### config.mk
export PLATFORM = sky130hd
export DESIGN_NAME = clk_div_ctrl
export DESIGN_NICKNAME = d
export VERILOG_FILES = /design/src/rtl/clk_div_ctrl.sv
export SDC_FILE = /design/constraint.sdc
export NUM_CORES = 1
export LEC_CHECK = 0
export ABC_CLOCK_PERIOD_IN_PS = 5420
export CORE_UTILIZATION = 25
export CTS_BUF_LIST = sky130_fd_sc_hd__clkbuf_4
export DETAILED_ROUTE_END_ITERATION = 10
export GPL_TIMING_DRIVEN = 1
export HOLD_SLACK_MARGIN = 0.06
export PLACE_DENSITY = 0.49
export SYNTH_ARGS = -nofsm -noshare
export SYNTH_HDL_FRONTEND = slang
export SYNTH_SLANG_ARGS = --single-unit
export TNS_END_PERCENT = 20
### constraint.sdc
create_clock -name clk -period 5.42 [get_ports clk]
set_input_delay 1.084 -clock clk [delete_from_list [all_inputs] [get_ports clk]]
set_output_delay 1.084 -clock clk [all_outputs]
set_load 0.05 [all_outputs]
### src/rtl/clk_div_ctrl.sv
// ---------------------------------------------------------------------------
// ClkDivCtrl (module clk_div_ctrl)
//
// Runtime-programmable clock divider with a small sequencing controller.
// A host writes divide ratios and start/stop requests over a valid/ready
// interface. Every change takes effect only on a half-period boundary, so the
// divided clock never shows a runt or glitch pulse. The only exception is an
// asynchronous reset, which forces everything back to idle at once.
//
// Ports:
//   clk         system clock
//   rst         asynchronous, active-high reset
//   cfg_valid   config request valid
//   cfg_ready   controller can accept a request (STOPPED or RUN)
//   cfg_enable  1 = run with cfg_half, 0 = stop after a full high phase
//   cfg_half    requested half-period in clk cycles (0 is treated as 1)
//   out         divided clock, registered
//   tick        one-cycle pulse in the first high cycle of out
//   running     high whenever the divider is not STOPPED
//   edge_count  (optional) saturating count of out rising edges
//
// Optional feature macro: CLK_DIV_CTRL_EDGE_CNT_EN
//   When defined, the edge_count output and its counter are built in.
// ---------------------------------------------------------------------------
module clk_div_ctrl #(
  parameter int DIV_WIDTH    = 24,
  parameter int DEFAULT_HALF = 6000000
) (
  input  logic                 clk,
  input  logic                 rst,
  input  logic                 cfg_valid,
  output logic                 cfg_ready,
  input  logic                 cfg_enable,
  input  logic [DIV_WIDTH-1:0] cfg_half,
  output logic                 out,
  output logic                 tick,
  output logic                 running
`ifdef CLK_DIV_CTRL_EDGE_CNT_EN
  ,
  output logic [15:0]          edge_count
`endif
);

  localparam logic [DIV_WIDTH-1:0] ONE_W     = DIV_WIDTH'(1);
  localparam logic [DIV_WIDTH-1:0] DEFAULT_W = DIV_WIDTH'(DEFAULT_HALF);

  // STOPPED: idle, out low. RUN: dividing, accepting requests.
  // PEND: a new ratio waits for the next boundary. DRAIN: finishing the
  // current cycle so the final high phase is full length.
  typedef enum logic [1:0] {
    STOPPED = 2'd0,
    RUN     = 2'd1,
    PEND    = 2'd2,
    DRAIN   = 2'd3
  } state_t;

  state_t               state_q, state_d;
  logic                 out_q, out_d;
  logic                 tick_q, tick_d;
  logic [DIV_WIDTH-1:0] count_q, count_d;
  logic [DIV_WIDTH-1:0] half_q, half_d;
  logic [DIV_WIDTH-1:0] pend_q, pend_d;

  logic                 xfer;
  logic                 boundary;
  logic [DIV_WIDTH-1:0] halfReq;

  // Handshake and status are pure decodes of the state register, so they
  // change exactly when the state does and cannot disagree with it.
  assign cfg_ready = (state_q == STOPPED) || (state_q == RUN);
  assign running   = (state_q != STOPPED);
  assign out       = out_q;
  assign tick      = tick_q;

  assign xfer     = cfg_valid && cfg_ready;
  assign halfReq  = (cfg_half == '0) ? ONE_W : cfg_half;
  // A boundary is the last cycle of a half-period. It only exists while the
  // divider is active; in STOPPED the counter is parked at zero.
  assign boundary = (state_q != STOPPED) && (count_q == (half_q - ONE_W));

  // Next-state logic. The counter and out toggling are shared by every
  // active state; the case statement only decides where the ratio and the
  // state go. A request arriving on a boundary still lets that boundary run
  // with the old ratio; the request is serviced at the following boundary.
  always_comb begin
    state_d = state_q;
    out_d   = out_q;
    tick_d  = 1'b0;
    count_d = count_q;
    half_d  = half_q;
    pend_d  = pend_q;

    if (state_q != STOPPED) begin
      if (boundary) begin
        out_d   = ~out_q;
        tick_d  = ~out_q;
        count_d = '0;
      end else begin
        count_d = count_q + ONE_W;
      end
    end

    case (state_q)
      STOPPED: begin
        out_d   = 1'b0;
        count_d = '0;
        if (xfer && cfg_enable) begin
          half_d  = halfReq;
          state_d = RUN;
        end
      end
      RUN: begin
        if (xfer) begin
          if (cfg_enable) begin
            pend_d  = halfReq;
            state_d = PEND;
          end else begin
            state_d = DRAIN;
          end
        end
      end
      PEND: begin
        if (boundary) begin
          half_d  = pend_q;
          state_d = RUN;
        end
      end
      DRAIN: begin
        if (boundary && out_q) begin
          state_d = STOPPED;
        end
      end
      default: begin
        state_d = STOPPED;
      end
    endcase
  end

  // Single state register for the controller and its registered outputs.
  // Reset is asynchronous so out drops immediately, without waiting for a
  // boundary, and any pending request is thrown away.
  always_ff @(posedge clk or posedge rst) begin
    if (rst) begin
      state_q <= STOPPED;
      out_q   <= 1'b0;
      tick_q  <= 1'b0;
      count_q <= '0;
      half_q  <= DEFAULT_W;
      pend_q  <= DEFAULT_W;
    end else begin
      state_q <= state_d;
      out_q   <= out_d;
      tick_q  <= tick_d;
      count_q <= count_d;
      half_q  <= half_d;
      pend_q  <= pend_d;
    end
  end

`ifdef CLK_DIV_CTRL_EDGE_CNT_EN
  logic [15:0] edgeCnt_q, edgeCnt_d;
  logic        riseEvent;

  assign riseEvent  = boundary && !out_q;
  assign edge_count = edgeCnt_q;

  // Rising-edge counter. A start/retune request restarts the count; if that
  // request lands on the same cycle as a rising edge, the clear wins so the
  // count describes only edges produced under the new setting.
  always_comb begin
    edgeCnt_d = edgeCnt_q;
    if (xfer && cfg_enable) begin
      edgeCnt_d = '0;
    end else if (riseEvent && (edgeCnt_q != 16'hFFFF)) begin
      edgeCnt_d = edgeCnt_q + 16'd1;
    end
  end

  // Edge counter register, cleared by the same asynchronous reset.
  always_ff @(posedge clk or posedge rst) begin
    if (rst) begin
      edgeCnt_q <= '0;
    end else begin
      edgeCnt_q <= edgeCnt_d;
    end
  end
`endif

endmodule

Word level (Yosys, flattened, before mapping)
Cells that the tools add are included.

Flip-flop bits (word level): 76. Latch bits: 0. Memory bits (writable): 0. Memory bits (read-only): 0. Bits of input ports: 28. Output and inout port bits: 4. Logic and storage cells: 50. Memories: 0.

$add $sub $neg: 2. $mul: 0. Div/mod/pow operators: 0. Order comparisons: 0. Equality and inequality tests: 8. Shift operators: 0. Mux-type cells: 18. Bitwise logic cells: 1. Reductions and logical operators: 15.

Operator list (count): $mux 24 (6); $pmux 24 s2 (1); $add 24x1->24 const B (1); $eq 24x24->1 (1); $logic_not 24->1 (1); $sub 24x1->24 const B (1); $mux 2 (4); $pmux 2 s4 (1); $reduce_bool 2->1 (4); $mux 1 (6); $ne 2x2->1 const B (3); $reduce_and 3->1 (2); $eq 2x2->1 const B (2); $logic_and 1x1->1 (4); $reduce_and 4->1 (1); $eq 2x1->1 const B (1); $logic_not 2->1 (1); $ne 2x1->1 const B (1); $reduce_and 2->1 (1); $logic_or 1x1->1 (1); $not 1->1 (1).

Depth between registers and ports, before layout
Word-level depth: 6. Gate-level depth with buffers: 11. Depth with buffers taken out: 10.

Least setup slack after synthesis
No wires, ideal clock.

Path type: register to register. From: register half_q[0]. To: register half_q[4]. Setup time: 0.123 ns. Arrival time: 2.936 ns. Data required time: 5.297 ns. Slack: 2.361 ns. Stages on the path, launching flop included: 12. Path buffers: 1. Clock period less this slack: 3.059 ns. Cell sequence: dfrtp_1 inv_1 ha_1 or3b_4 or4_4 a2111oi_4 nand3_1 nor3_2 and4bb_1 nand4b_4 buf_6 o221a_1.

Longest elaborated chain between the ends: 5.

Ends and longest elaborated chain: start: declaration (line 61) `logic [DIV_WIDTH-1:0] half_q, half_d;`; start signal: assignment (line 155) `half_q <= half_d;`; $sub 24x1->24 (line 79) `assign boundary = (state_q != STOPPED) && (count_q == (half_q - ONE_W));`; $eq 24x24->1 (line 79); $logic_and 1x1->1 (line 79); $ne 2x2->1 (no line); $reduce_and 3->1 (no line).

No other way between the ends. A chain may end at the register's enable or synchronous reset.

Final worst setup path
From: register state_q[0]. To: output port running.

Longest elaborated chain between the ends: 1.

Ends and longest elaborated chain: start: declaration (line 57) `state_t state_q, state_d;`; start signal: assignment (line 151) `state_q <= state_d;`; $reduce_bool 2->1 (line 71) `assign running = (state_q != STOPPED);`; end: declaration (line 37) `output logic running`.

No other way between the ends.

==> results.py <==
metrics = {
    "critical_path": {
        "endpoint_kind": "output port",
        "path_delay_family": "buffers and inverters",
        "reg2reg_to": "half_q[14]",
        "critPathBufInv": 2,
        "ff2ff_setup_slack_ns": 1.84,
        "path_class": "reg -> out",
        "r2r_cells": 10,
        "critPathRequiredTime_ns": 4.34,
        "crit_chain": "nor2_1 -> inv_1 -> clkdlybuf4s50_1",
        "critPathLaunchType": "register",
        "cp.arrival_ns": 2.51,
        "crit_fanout": 29,
        "slowest_delay_ns": 0.90,
        "cp_slowest_cell": "dfrtp_1",
        "crit-reg2reg-launch": "half_q[0]",
        "crit_cells": 3,
    },
    "clock_tree": {
        "cts_resized": 0,
        "insertion_delay_ns": 0.46,
        "cts-hold-fix-buffers": 0,
        "clock-root-buffer": "clkbuf_4",
        "post_cts_buffers": 0,
        "cts_num_sinks": 76,
        "tritoncts": "built",
        "cts_buffers": 9,
        "clockBufferDepth": 2,
        "cts.reportedPaths.clkPinSlew_ns": 0.12,
        "h-tree-depth": 3,
    },
    "synthesis": {
        "synth.most_common_cell": "dfrtp_1",
        "synthTopCellsByArea": "dfrtp_1, dfstp_2, mux2_2",
        "synth_area_um2": 4340,
        "ys_top_cells_by_count": "dfrtp_1, nor2_1, or3_1",
        "postSynthAreaPerCell_um2": 10.5,
        "async_flop_share": 1.00,
        "synth_flop_cell": "dfrtp_1",
        "synth_fp_nets": 444,
        "synth_warnings": 0,
        "synth-seq-cells": 76,
        "postSynthCellCount": 414,
        "synth_edf_count": 0,
        "ys_seq_area_frac": 0.444,
        "yosysUniqueCellTypes": 56,
        "post-synth-top-area-cell": "dfrtp_1",
        "synthDominantCellAreaShare": 0.323,
    },
    "global_route": {
        "grt_overflow": 0,
        "grt_pass1_vias": 3174,
        "grt_max_degree": 40,
        "grt_use_total": 0.126,
        "grt_first_pass_wirelength_um": 17200,
        "antenna_found_initial": 0,
    },
    "sta": {
        "clock_skew_ns": 0.00989,
        "finalHoldViolCount": 0,
        "worst_slew_pin_slew_ns": 0.834,
        "final.setup.tns_ns": 0,
        "holdWs_ns": 0.514,
        "report.final.slew_viol_count": 0,
        "fmax_ghz": 0.278,
        "relSlewSlack": 0.443,
        "rsz0062_at_grt": "no",
        "setup_viol": 0,
        "fin_crit_sh": 0.664,
        "period_needed_ns": 3.60,
    },
    "placed_design": {
        "detailed_place_hpwl_um": 7560,
        "finalWeightedCongestion": 0.775,
        "portBuffers": 31,
    },
    "floorplan": {
        "die_h_um": 134,
        "rows": 47,
        "die_w_um": 134,
        "io_pins": 32,
        "dieArea_um2": 17900,
        "start_util": 0.259,
        "core_area_um2": 16800,
    },
    "run": {
        "drv_cap": 0,
    },
    "hold_path": {
        "min-delay-start": "pend_q[0]",
        "hold_class": "reg -> reg",
        "hold_path_end": "pend_q[0]",
        "hold-path-cell-count": 2,
    },
    "drt": {
        "drt_iter0_drc": 85,
        "drc_errors": 0,
        "drt-total-wl_um": 10400,
        "ant_nets": 0,
        "drt-pass1-iter-count": 4,
        "num_vias": 3246,
        "drt-wirelength-per-cell_um": 15.6,
        "viasPerCell": 4.90,
    },
    "pwr": {
        "vdd_ir_drop_max_uv": 100,
        "p_leak_nw": 2.06,
        "p_per_area_nw_per_um2": 202,
    },
    "finish": {
        "synthToLayoutAreaGrowth_pct": 14.5,
        "layout-drive-gt1-share": 0.163,
        "fin_nets": 468,
        "fillCellCount": 1738,
        "antenna_cells": 0,
    },
    "outcome": {
        "status": "finished clean",
    },
}
==> report_power, final <==
group	internal, W	switching (W)	leakage [nW]
logic	0.0000186	0.0000200	1.01
clock network	0.000195	0.000204	0.0845
registers	0.000568	0	0.969
total	0.000781	0.000224	2.06
==> worst reg2reg max path, stage by stage, from the launching register on <==
cell	delay, ns
dfrtp_1	0.45
inv_1	0.08
ha_1	0.23
or3b_4	0.42
or4_4	0.50
a2111oi_4	0.43
nand3_1	0.16
nor3_2	0.16
and4bb_1	0.28
nand4b_4	0.35
o221a_1	0.41
==> metrics by stage <==
stage          power (W)  utilization  setup slack (ns)  std cells  area, um^2
3_3_place_gp    0.000618        0.287              1.98        647        4810
3_5_place_dp    0.000618        0.287              1.88        647        4810
2_1_floorplan   0.000587            -              2.36        414        4340
4_1_cts          0.00103        0.296              1.76        663        4970
5_1_grt          0.00105        0.296              1.54        663        4970
6_report         0.00101        0.296              1.82        663        4970
==> worst max-delay path by stage <==
stage          slack [ns]        from           to
6_report             1.82  state_q[0]      running
5_1_grt              1.54   half_q[0]  count_q[16]
4_1_cts              1.76  state_q[0]      running
3_5_place_dp         1.88   half_q[0]  count_q[16]
3_3_place_gp         1.98   half_q[0]    half_q[1]
2_1_floorplan        2.36   half_q[0]    half_q[4]
==> flip-flops by register name, indices dropped and copies added, names as in the netlist <==
register and count:
pend_q 24, tick 1, half_q 24, out 1, count_q 24, state_q 2
==> layout by cell type, fill, tap and decap left out, types with 2 or more instances in the layout <==
master            n
nor2_1           45
ha_1              2
nand2b_1          3
clkbuf_4         11
nor3_1           11
dfrtp_1          56
buf_4             2
or3_1            27
a211oi_1          3
o21ai_0           4
clkinv_1          2
nor4b_1           2
inv_1             8
xor2_1           26
nand2_1          22
bufinv_16         2
or4_1             6
xnor2_1          24
a311oi_1          2
nand4_1           8
o221a_1          24
nand3_1          17
nor2b_1           2
and3_1            6
a31oi_1           2
nor4_1           14
clkdlybuf4s50_1  31
o31ai_1           2
a21oi_1           5
mux2i_1           2
mux2_2           24
nand3b_1          2
dfstp_2          20
==> cell type report <==
| class | count | area [um^2] | area share |
|---|---|---|---|
| well taps | 220 | 275 | 0.0554 |
| flip-flops and latches | 76 | 1930 | 0.388 |
| clock inverters | 5 | 76.3 | 0.0154 |
| clock buffers | 11 | 82.6 | 0.0166 |
| inverters | 10 | 37.5 | 0.00756 |
| multi-input cells | 308 | 2240 | 0.452 |
| repair buffers | 33 | 325 | 0.0655 |
==> cells by family after synthesis <==
group	after synthesis	synth area share
DFF	76	0.444
buffers and inverters	30	0.0389
and+or+nand+nor	179	0.231
AOI/OAI and AO/OA	51	0.112
muxes	26	0.0669
adders and majority gates	2	0.00577
xor gates and xnor gates	50	0.101
==> routing by layer <==
layer / wire, um / GRT usage
met5: 0 / 0
met4: 238 / 0.0612
met3: 317 / 0.0244
met2: 4720 / 0.191
met1: 5100 / 0.170
(Power assumes the default switching activity.)
